`src/rtl/cond_pkg.sv`:
```
// Shared definitions for the conditional-execution path: condition codes,
// NZCV bit positions and the condition evaluator.
package cond_pkg;

  typedef enum logic [3:0] {
    COND_AL = 4'd0,
    COND_EQ = 4'd1,
    COND_GT = 4'd2,
    COND_LT = 4'd3,
    COND_GE = 4'd4,
    COND_LE = 4'd5,
    COND_HI = 4'd6,
    COND_LO = 4'd7,
    COND_HS = 4'd8,
    COND_NE = 4'd9,
    COND_LS = 4'd10,
    COND_MI = 4'd11,
    COND_PL = 4'd12,
    COND_VS = 4'd13,
    COND_VC = 4'd14,
    COND_NV = 4'd15
  } cond_e;

  localparam int N_IDX = 3;
  localparam int Z_IDX = 2;
  localparam int C_IDX = 1;
  localparam int V_IDX = 0;

  function automatic logic cond_eval(input cond_e cond, input logic [3:0] nzcv);
    logic n_s;
    logic z_s;
    logic c_s;
    logic v_s;
    logic res_s;
    n_s   = nzcv[N_IDX];
    z_s   = nzcv[Z_IDX];
    c_s   = nzcv[C_IDX];
    v_s   = nzcv[V_IDX];
    res_s = 1'b0;
    case (cond)
      COND_AL: res_s = 1'b1;
      COND_EQ: res_s = z_s;
      COND_GT: res_s = !z_s && (n_s == v_s);
      COND_LT: res_s = (n_s != v_s);
      COND_GE: res_s = (n_s == v_s);
      COND_LE: res_s = z_s || (n_s != v_s);
      COND_HI: res_s = c_s && !z_s;
      COND_LO: res_s = !c_s;
      COND_HS: res_s = c_s;
      COND_NE: res_s = !z_s;
      COND_LS: res_s = !c_s || z_s;
      COND_MI: res_s = n_s;
      COND_PL: res_s = !n_s;
      COND_VS: res_s = v_s;
      COND_VC: res_s = !v_s;
      COND_NV: res_s = 1'b0;
      default: res_s = 1'b0;
    endcase
    return res_s;
  endfunction

endpackage

```
`src/rtl/cond_exec_unit_nzcv_cmp.sv`:
```
// Combinational A-B comparator producing NZCV; shared with the ALU flag path.
module nzcv_cmp
  import cond_pkg::*;
#(
  parameter int DATA_W = 32
) (
  input  logic [DATA_W-1:0] a_i,
  input  logic [DATA_W-1:0] b_i,
  output logic [3:0]        nzcv_o
);

  logic [DATA_W:0] diff_s;

  // Subtract as A + ~B + 1 so the carry out reads directly as "no borrow".
  always_comb begin
    diff_s = {1'b0, a_i} + {1'b0, ~b_i} + {{DATA_W{1'b0}}, 1'b1};
    nzcv_o        = 4'b0000;
    nzcv_o[N_IDX] = diff_s[DATA_W-1];
    nzcv_o[Z_IDX] = (diff_s[DATA_W-1:0] == {DATA_W{1'b0}});
    nzcv_o[C_IDX] = diff_s[DATA_W];
    nzcv_o[V_IDX] = (a_i[DATA_W-1] != b_i[DATA_W-1]) && (diff_s[DATA_W-1] != a_i[DATA_W-1]);
  end

endmodule

```
`src/rtl/cond_exec_unit.sv`:
```
// Pipelined predicate evaluator: NZCV flag register, one-deep output stage with
// valid/ready handshake, and saturating executed/skipped statistics.
module cond_exec_unit
  import cond_pkg::*;
#(
  parameter int         DATA_W   = 32,
  parameter int         CNT_W    = 16,
  parameter logic [3:0] FLAG_RST = 4'b0000
) (
  input  logic              clk,
  input  logic              rst_n,
  input  logic              in_valid,
  output logic              in_ready,
  input  logic [DATA_W-1:0] in_a,
  input  logic [DATA_W-1:0] in_b,
  input  logic              in_cmp,
  input  logic              in_set_flags,
  input  logic [3:0]        in_cond,
  output logic              out_valid,
  input  logic              out_ready,
  output logic              out_execute,
  output logic [3:0]        out_flags,
  input  logic              flag_wr_en,
  input  logic [3:0]        flag_wr_data,
  output logic [3:0]        flags_q,
  output logic [CNT_W-1:0]  exec_cnt,
  output logic [CNT_W-1:0]  skip_cnt,
  input  logic              cnt_clr
);

  localparam logic [CNT_W-1:0] CNT_MAX = {CNT_W{1'b1}};

  logic             out_valid_q, out_valid_d;
  logic             out_execute_q, out_execute_d;
  logic [3:0]       out_flags_q, out_flags_d;
  logic [3:0]       flag_reg_q, flag_reg_d;
  logic [CNT_W-1:0] exec_cnt_q, exec_cnt_d;
  logic [CNT_W-1:0] skip_cnt_q, skip_cnt_d;

  logic       accept_s;
  logic       out_hs_s;
  logic [3:0] cmp_flags_s;
  logic [3:0] eff_flags_s;
  logic [3:0] derived_s;
  logic       cond_pass_s;

  nzcv_cmp #(.DATA_W(DATA_W)) u_cmp (
    .a_i    (in_a),
    .b_i    (in_b),
    .nzcv_o (cmp_flags_s)
  );

  // Handshake and flag selection; a same-cycle ALU write is forwarded.
  always_comb begin
    in_ready    = !out_valid_q || out_ready;
    accept_s    = in_valid && in_ready;
    out_hs_s    = out_valid_q && out_ready;
    eff_flags_s = flag_reg_q;
    if (flag_wr_en) begin
      eff_flags_s = flag_wr_data;
    end else begin
      eff_flags_s = flag_reg_q;
    end
    if (in_cmp) begin
      derived_s = cmp_flags_s;
    end else begin
      derived_s = eff_flags_s;
    end
    cond_pass_s = cond_eval(cond_e'(in_cond), derived_s);
  end

  // Output stage: load on accept, drop valid once consumed, hold while stalled.
  always_comb begin
    out_valid_d   = out_valid_q;
    out_execute_d = out_execute_q;
    out_flags_d   = out_flags_q;
    if (accept_s) begin
      out_valid_d   = 1'b1;
      out_execute_d = cond_pass_s;
      out_flags_d   = derived_s;
    end else if (out_ready) begin
      out_valid_d = 1'b0;
    end else begin
      out_valid_d = out_valid_q;
    end
  end

  // Flag register: a flag-setting accepted op outranks the ALU write port.
  always_comb begin
    flag_reg_d = flag_reg_q;
    if (accept_s && in_set_flags) begin
      flag_reg_d = derived_s;
    end else if (flag_wr_en) begin
      flag_reg_d = flag_wr_data;
    end else begin
      flag_reg_d = flag_reg_q;
    end
  end

  // Statistics count consumed results only and stick at all-ones.
  always_comb begin
    exec_cnt_d = exec_cnt_q;
    skip_cnt_d = skip_cnt_q;
    if (cnt_clr) begin
      exec_cnt_d = {CNT_W{1'b0}};
      skip_cnt_d = {CNT_W{1'b0}};
    end else if (out_hs_s) begin
      if (out_execute_q) begin
        if (exec_cnt_q != CNT_MAX) begin
          exec_cnt_d = exec_cnt_q + CNT_W'(1);
        end else begin
          exec_cnt_d = exec_cnt_q;
        end
      end else begin
        if (skip_cnt_q != CNT_MAX) begin
          skip_cnt_d = skip_cnt_q + CNT_W'(1);
        end else begin
          skip_cnt_d = skip_cnt_q;
        end
      end
    end else begin
      exec_cnt_d = exec_cnt_q;
      skip_cnt_d = skip_cnt_q;
    end
  end

  // State registers.
  always_ff @(posedge clk or negedge rst_n) begin
    if (!rst_n) begin
      out_valid_q   <= 1'b0;
      out_execute_q <= 1'b0;
      out_flags_q   <= 4'b0000;
      flag_reg_q    <= FLAG_RST;
      exec_cnt_q    <= {CNT_W{1'b0}};
      skip_cnt_q    <= {CNT_W{1'b0}};
    end else begin
      out_valid_q   <= out_valid_d;
      out_execute_q <= out_execute_d;
      out_flags_q   <= out_flags_d;
      flag_reg_q    <= flag_reg_d;
      exec_cnt_q    <= exec_cnt_d;
      skip_cnt_q    <= skip_cnt_d;
    end
  end

  assign out_valid   = out_valid_q;
  assign out_execute = out_execute_q;
  assign out_flags   = out_flags_q;
  assign flags_q     = flag_reg_q;
  assign exec_cnt    = exec_cnt_q;
  assign skip_cnt    = skip_cnt_q;

endmodule

```
`config.mk`:
```
export PLATFORM = sky130hd
export DESIGN_NAME = cond_exec_unit
export DESIGN_NICKNAME = d
export VERILOG_FILES = /design/src/rtl/cond_pkg.sv /design/src/rtl/cond_exec_unit_nzcv_cmp.sv /design/src/rtl/cond_exec_unit.sv
export SDC_FILE = /design/constraint.sdc
export NUM_CORES = 1
export LEC_CHECK = 0
export CAP_MARGIN = 15
export CORE_MARGIN = 5
export CORE_UTILIZATION = 55
export CTS_CLUSTER_SIZE = 25
export DETAILED_ROUTE_END_ITERATION = 8
export GPL_TIMING_DRIVEN = 0
export HOLD_SLACK_MARGIN = 0.03
export MAX_ROUTING_LAYER = met4
export PLACE_DENSITY = 0.91
export SETUP_SLACK_MARGIN = 0.1
export SLEW_MARGIN = 20
export SYNTH_ARGS = -nofsm -noshare
export SYNTH_HDL_FRONTEND = slang
export SYNTH_HIERARCHICAL = 1
export SYNTH_SLANG_ARGS = --single-unit
```
`constraint.sdc`:
```
create_clock -name clk -period 5.3 [get_ports clk]
set_clock_uncertainty 0.2 [all_clocks]
set_input_delay 1.06 -clock clk [delete_from_list [all_inputs] [get_ports clk]]
set_output_delay 1.06 -clock clk [all_outputs]
set_load 0.005 [all_outputs]
```
Word level (Yosys, flattened, before mapping)
Index checks and enable logic that the tools add are counted.
Widths: inputs -> output; s select.
Storage, ports and cells
  bits in registers: 42
  output and inout port bits: 43
  logic and storage cells: 70
Cells by class
  add/sub/neg operators: 4
  equal/unequal tests: 22
  mux-type cells: 14
  bitwise gates (word level): 1
  reduce and logical (&&, ||, !) cells: 23
Operators with widths (number)
  $mux 16: 8
  $add 32x32->33: 1
  $add 33x1->33 const B: 1
  $add 16x1->16 const B: 2
  $eq 4x4->1 const B: 8
  $logic_not 32->1: 1
  $ne 16x16->1 const B: 2
  $not 32->32: 1
  $eq 4x3->1 const B: 4
  $pmux 1 s16: 1
  $mux 4: 3
  $reduce_bool 2->1: 5
  $eq 4x2->1 const B: 2
  $logic_and 1x1->1: 6
  $reduce_and 3->1: 2
  $logic_not 1->1: 5
  $eq 4x1->1 const B: 1
  $logic_not 4->1: 1
  $logic_or 1x1->1: 3
  $ne 1x1->1: 3
  $mux 1: 2
  $ne 2x2->1 const B: 1
  $eq 1x1->1: 1

Depth between registers and ports, before layout
Gate-level depths: netlist of run 1.
  word-level depth: 9
  depth in mapped cells: 18

Hierarchy
The synthesis of run 1 kept the hierarchy.
By module, submodules not included
  cond_exec_unit: times used 1, cells each 270, area an instance 2449.8 µm², sequential area each 1051.0 µm²
  nzcv_cmp: times used 1, cells each 355, area an instance 2304.7 µm², sequential area each 0.0 µm²

Worst setup path after synthesis of run 1
Ideal clock, no wire load.
  path kind: input to register
  start point: input port in_b[7]
  end point: register out_execute_q (netlist: out_execute)
  arrival time: 4.381 ns
  required time: 5.034 ns
  path slack: 0.652 ns
  stages: 17
  path through: inv_1 -> ha_1 -> nand3_2 -> a2111oi_4 -> o21bai_1 -> a211o_1 -> o21ai_1 -> a21oi_1 -> o31a_1 -> xnor2_2 -> a211oi_1 -> and3_1 -> mux2i_1 -> mux2i_1 -> or3b_2 -> nand4_1 -> o32a_1
Between the ends
  elaborated cells on any way between the ends: 18
RTL lines
  from (decl): RTL line cond_exec_unit.sv:15  | input logic [DATA_W-1:0] in_b,
  $not 32->32 *: RTL line cond_exec_unit_nzcv_cmp.sv:16  | diff_s = {1'b0, a_i} + {1'b0, ~b_i} + {{DATA_W{1'b0}}, 1'b1};
  $add 32x32->33 *: RTL line cond_exec_unit_nzcv_cmp.sv:16
  $add 33x1->33 *: RTL line cond_exec_unit_nzcv_cmp.sv:16
  net cmp_flags_s[3]: RTL line cond_exec_unit.sv:42  | logic [3:0] cmp_flags_s;
  $logic_not 32->1 *: RTL line cond_exec_unit_nzcv_cmp.sv:19  | nzcv_o[Z_IDX] = (diff_s[DATA_W-1:0] == {DATA_W{1'b0}});
  net cmp_flags_s[2]: RTL line cond_exec_unit.sv:42
  $mux 4 *: RTL line cond_exec_unit.sv:64  | if (in_cmp) begin
  $logic_not 1->1: RTL line cond_pkg.sv:43, cond_pkg.sv:47, cond_pkg.sv:50
  $logic_and 1x1->1, on equally long branches: RTL line cond_pkg.sv:47, cond_pkg.sv:43
  $pmux 1 s16 *: RTL line cond_pkg.sv:40  | case (cond)
  to (signal assigned): RTL line cond_exec_unit.sv:138  | out_execute_q <= out_execute_d;
  to (decl): RTL line cond_exec_unit.sv:34  | logic out_execute_q, out_execute_d;
Mark *: on every way through the listed nets, which the timed path passes. The rest lies on a longest branch.
A chain may end at the register's enable or synchronous reset.

Worst setup path in the final report of run 1
  start point: input port in_a[2]
  end point: register out_execute_q (netlist: out_execute)
Between the ends
  elaborated cells on any way between the ends: 17
RTL lines
  from (decl): RTL line cond_exec_unit.sv:14  | input logic [DATA_W-1:0] in_a,
  $add 32x32->33 *: RTL line cond_exec_unit_nzcv_cmp.sv:16
  $add 33x1->33 *: RTL line cond_exec_unit_nzcv_cmp.sv:16
  $logic_not 32->1 *: RTL line cond_exec_unit_nzcv_cmp.sv:19
  net cmp_flags_s[2]: RTL line cond_exec_unit.sv:42
  $mux 4 *: RTL line cond_exec_unit.sv:64
  $logic_not 1->1: RTL line cond_pkg.sv:43, cond_pkg.sv:47, cond_pkg.sv:50
  $logic_and 1x1->1, on equally long branches: RTL line cond_pkg.sv:47, cond_pkg.sv:43
  $pmux 1 s16 *: RTL line cond_pkg.sv:40
Marked as above.

==> results.ini, run 1 <==
[finish]
final_core_util_pct = 77.25
register_area_um2 = 1051
fillers = 589
areaGrowthSynthToFinish_pct = 38.92
drive_above_1_share_pct = 14.08
layout.nets = 881
multi_input_area_um2 = 3660
final_cell_area_um2 = 6605
n_antenna_cell = 0

[logic_synthesis]
synth_xor_area_share_pct = 8.816
synth_compound_area_share_pct = 23.16
synthTopCellsByArea = dfrtp_1, ha_1, nor2_1
synth_top_area_share_pct = 22.11
async_flop_share_pct = 100.0
ys.flop_type = dfrtp_1
netlist_top_cells_count = nor2_1, nand2_1, a21oi_1, inv_1, dfrtp_1
syn_area_um2 = 4755
yosysTopAreaCell = dfrtp_1
synth_top_family_by_area = simple AND/OR/NAND/NOR gates
synth.most_common_cell = nor2_1
synthCells = 625
yosys_warnings = 6
yosys.area_share.simple_pct = 25.87
synth-edff-count = 0
syn_nets = 740
yosys.area_share.adder_pct = 9.368
yosysSeqAreaShare_pct = 22.11
ys_ff_latch = 42
synth.avg_cell_area_um2 = 7.607
yosys-mux-area-fraction_pct = 3.789
yosysUniqueCellTypes = 75

[worst_hold_path]
hold-path-endpoint = out_flags[3]
min_from = out_flags[3]
min_path_cells = 2
holdCritPathClass = reg -> reg

[placed_design]
dpl-instance-area_um2 = 6106
port-buffer-count = 120
place_ws_ns = -0.5216
gp_congestion = 1.026
post-dp-hpwl_mm = 12.07

[drt]
first_iter_violations = 338
ant_nets = 0
dr.pass1.iters = 5
totalWireLength_mm = 15.54
wl_per_cell_um = 17.76
vias = 5395
drc = 0
via_per_inst = 6.166

[floorplanning]
core_area_um2 = 8551
die_area_um2 = 10600
rows = 34
dieHeight_um = 103.0
io_pins = 123
initial_utilization_pct = 55.60
die_x_um = 103.0

[timing]
layout_min_cycle_time_ns = 5.116
holdWs_ns = 0.2891
hold_viol_final = 0
layout_setup_ws_ns = 0.1839
maxSlewViolCount = 0
tns_ns = 0
relSlewSlack_pct = 48.96
fmax_mhz = 195.5
rsz0062_at_grt = no
worst_pin_slew_ns = 0.7621
period_share_pct = 96.53
setup_viol = 0

[clock_tree]
postCtsHoldBufs = 0
htreeDepth = 2
numClockSinks = 42
cts-root-buf = clkbuf_8
cts_buffers = 5
clock_latency_ns = 0.29
tritoncts = built
cts.clk_slew.worst_paths_ns = 0.08
cts_max_path_buffers = 2

[global_route]
grt_antenna_before_repair = 0
track_usage_pct = 28.97
grt_start_max_net_pins = 36
grt_pass1_wl_mm = 24.11
overflow = 0
grt_pass1_vias = 5142

[power_and_ir_drop]
power_frac_seq_pct = 31.1
swShare_pct = 37.21
comb_power_share_pct = 50.3
p_int_uw = 710.3
power_density_nw_per_um2 = 171.3
total_leakage_power_uw = 0.002709
ir_drop_uv = 102.5
clkPwrFrac_pct = 18.6
switching_power_uw = 421.0

[setup_path]
worstPathRequired_ns = 5.28
endpoint_kind = flop
crit_fanout = 6
r2r-end = exec_cnt[15]
regToRegStartpoint = exec_cnt[0]
rrSetupSlack_ns = 2.66
r2r_cells = 7
cp-start-kind = input pin
crit_type = in -> reg
cp.arrival_ns = 5.10

[job]
maxCapViolations = 0

[outcome]
status = completed

[state kept, by name, indices dropped and copies added (netlist names)]
name and flops:
exec_cnt 16, out_flags 4, out_execute 1, skip_cnt 16
flags_q 4, out_valid 1
[cell usage in the layout, fill, tap and decap left out, types with 25 or more instances in the layout]
| cell | netlist | final |
|---|---|---|
| o21ai_0 | 31 | 27 |
| xnor2_1 | 28 | 28 |
| clkdlybuf4s50_1 | 0 | 116 |
| a21oi_1 | 52 | 51 |
| inv_1 | 50 | 48 |
| nand2_1 | 53 | 53 |
| dfrtp_1 | 42 | 42 |
| ha_1 | 34 | 25 |
| nor2_1 | 75 | 70 |
[cell type report]
class | instances | area share [%]
inverter | 51 | 2.898
clock inverter | 1 | 0.07577
timing repair buffer | 134 | 20.06
multi-input combinational | 509 | 55.41
clock buffer | 7 | 1.307
buffer | 23 | 2.292
tap | 108 | 2.046
sequential | 42 | 15.91
[metal layers]
metal,up-vias,track usage (%),share of wire (%)
met5,-,-,0
met4,0,9.462,2.9
met3,51,3.180,8.6
met2,294,46.82,48
met1,2509,37.93,41
li1,2541,-,-
[what timing repair did]
item / CTS / global route
resized for setup: 13 / 58
gates cloned: 0 / 0
buffers inserted: 3 / 10
pin swaps: 8 / 27
endpoints found under the setup margin: 1 / 1
[worst max-delay path, stage by stage]
cell,delay [ns]
clkdlybuf4s50_1,0.51
ha_4,0.23
nor2b_2,0.16
o31a_1,0.30
buf_4,0.16
o2111ai_4,0.20
and3b_2,0.28
mux2_4,0.32
a311oi_2,0.24
o2111ai_2,0.17
nor4_2,0.35
and3_4,0.27
mux2i_4,0.10
mux2i_1,0.15
or3b_4,0.13
nand4_1,0.09
o32a_1,0.36
[per-stage QoR]
stage,power (uW),std cells
2_1_floorplan,661.1,625
4_1_cts,1073,865
3_5_place_dp,848.5,854
6_report,1131,875
5_1_grt,1195,875
3_3_place_gp,836.7,853
[how the worst max path moves through the flow]
stage / start / end / slack (ns)
CTS: in_a[0] / out_execute / 0.11
global placement: in_b[7] / out_execute / -0.55
finish: in_a[2] / out_execute / 0.18
detailed placement: in_b[5] / out_execute / -0.52
global route: in_b[21] / out_execute / 0.07
floorplan: in_b[7] / out_execute / 0.65
[power by group through the flow]
| stage | Sequential, uW | Clock, uW | Combinational, uW |
|---|---|---|---|
| 2_1_floorplan | 355 | 0 | 306 |
| 3_3_place_gp | 356 | 0 | 480 |
| 3_5_place_dp | 358 | 0 | 491 |
| 4_1_cts | 351 | 214 | 508 |
| 5_1_grt | 354 | 226 | 616 |
| 6_report | 352 | 211 | 569 |
[cell families (layout without fill, tap and decap cells)]
| group | Yosys count | in the layout |
|---|---|---|
| fa+ha+maj | 35 | 35 |
| simple gates | 244 | 244 |
| flops | 42 | 42 |
| compound gates | 166 | 166 |
| xor+xnor | 47 | 47 |
| buf+inv | 74 | 216 |
| mux | 17 | 17 |
Note: power is estimated with default switching activity, not from simulation.
==> run 2, diff against run 1 <==
--- a/config.mk
+++ b/config.mk
@@ -8,7 +8,7 @@
 export CAP_MARGIN = 15
 export CORE_MARGIN = 5
 export CORE_UTILIZATION = 55
-export CTS_CLUSTER_SIZE = 25
+export CTS_CLUSTER_SIZE = 16
 export DETAILED_ROUTE_END_ITERATION = 8
 export GPL_TIMING_DRIVEN = 0
 export HOLD_SLACK_MARGIN = 0.03
==> results of run 2 <==
No change in the layout: final DEF, timing and power equal those of run 1.
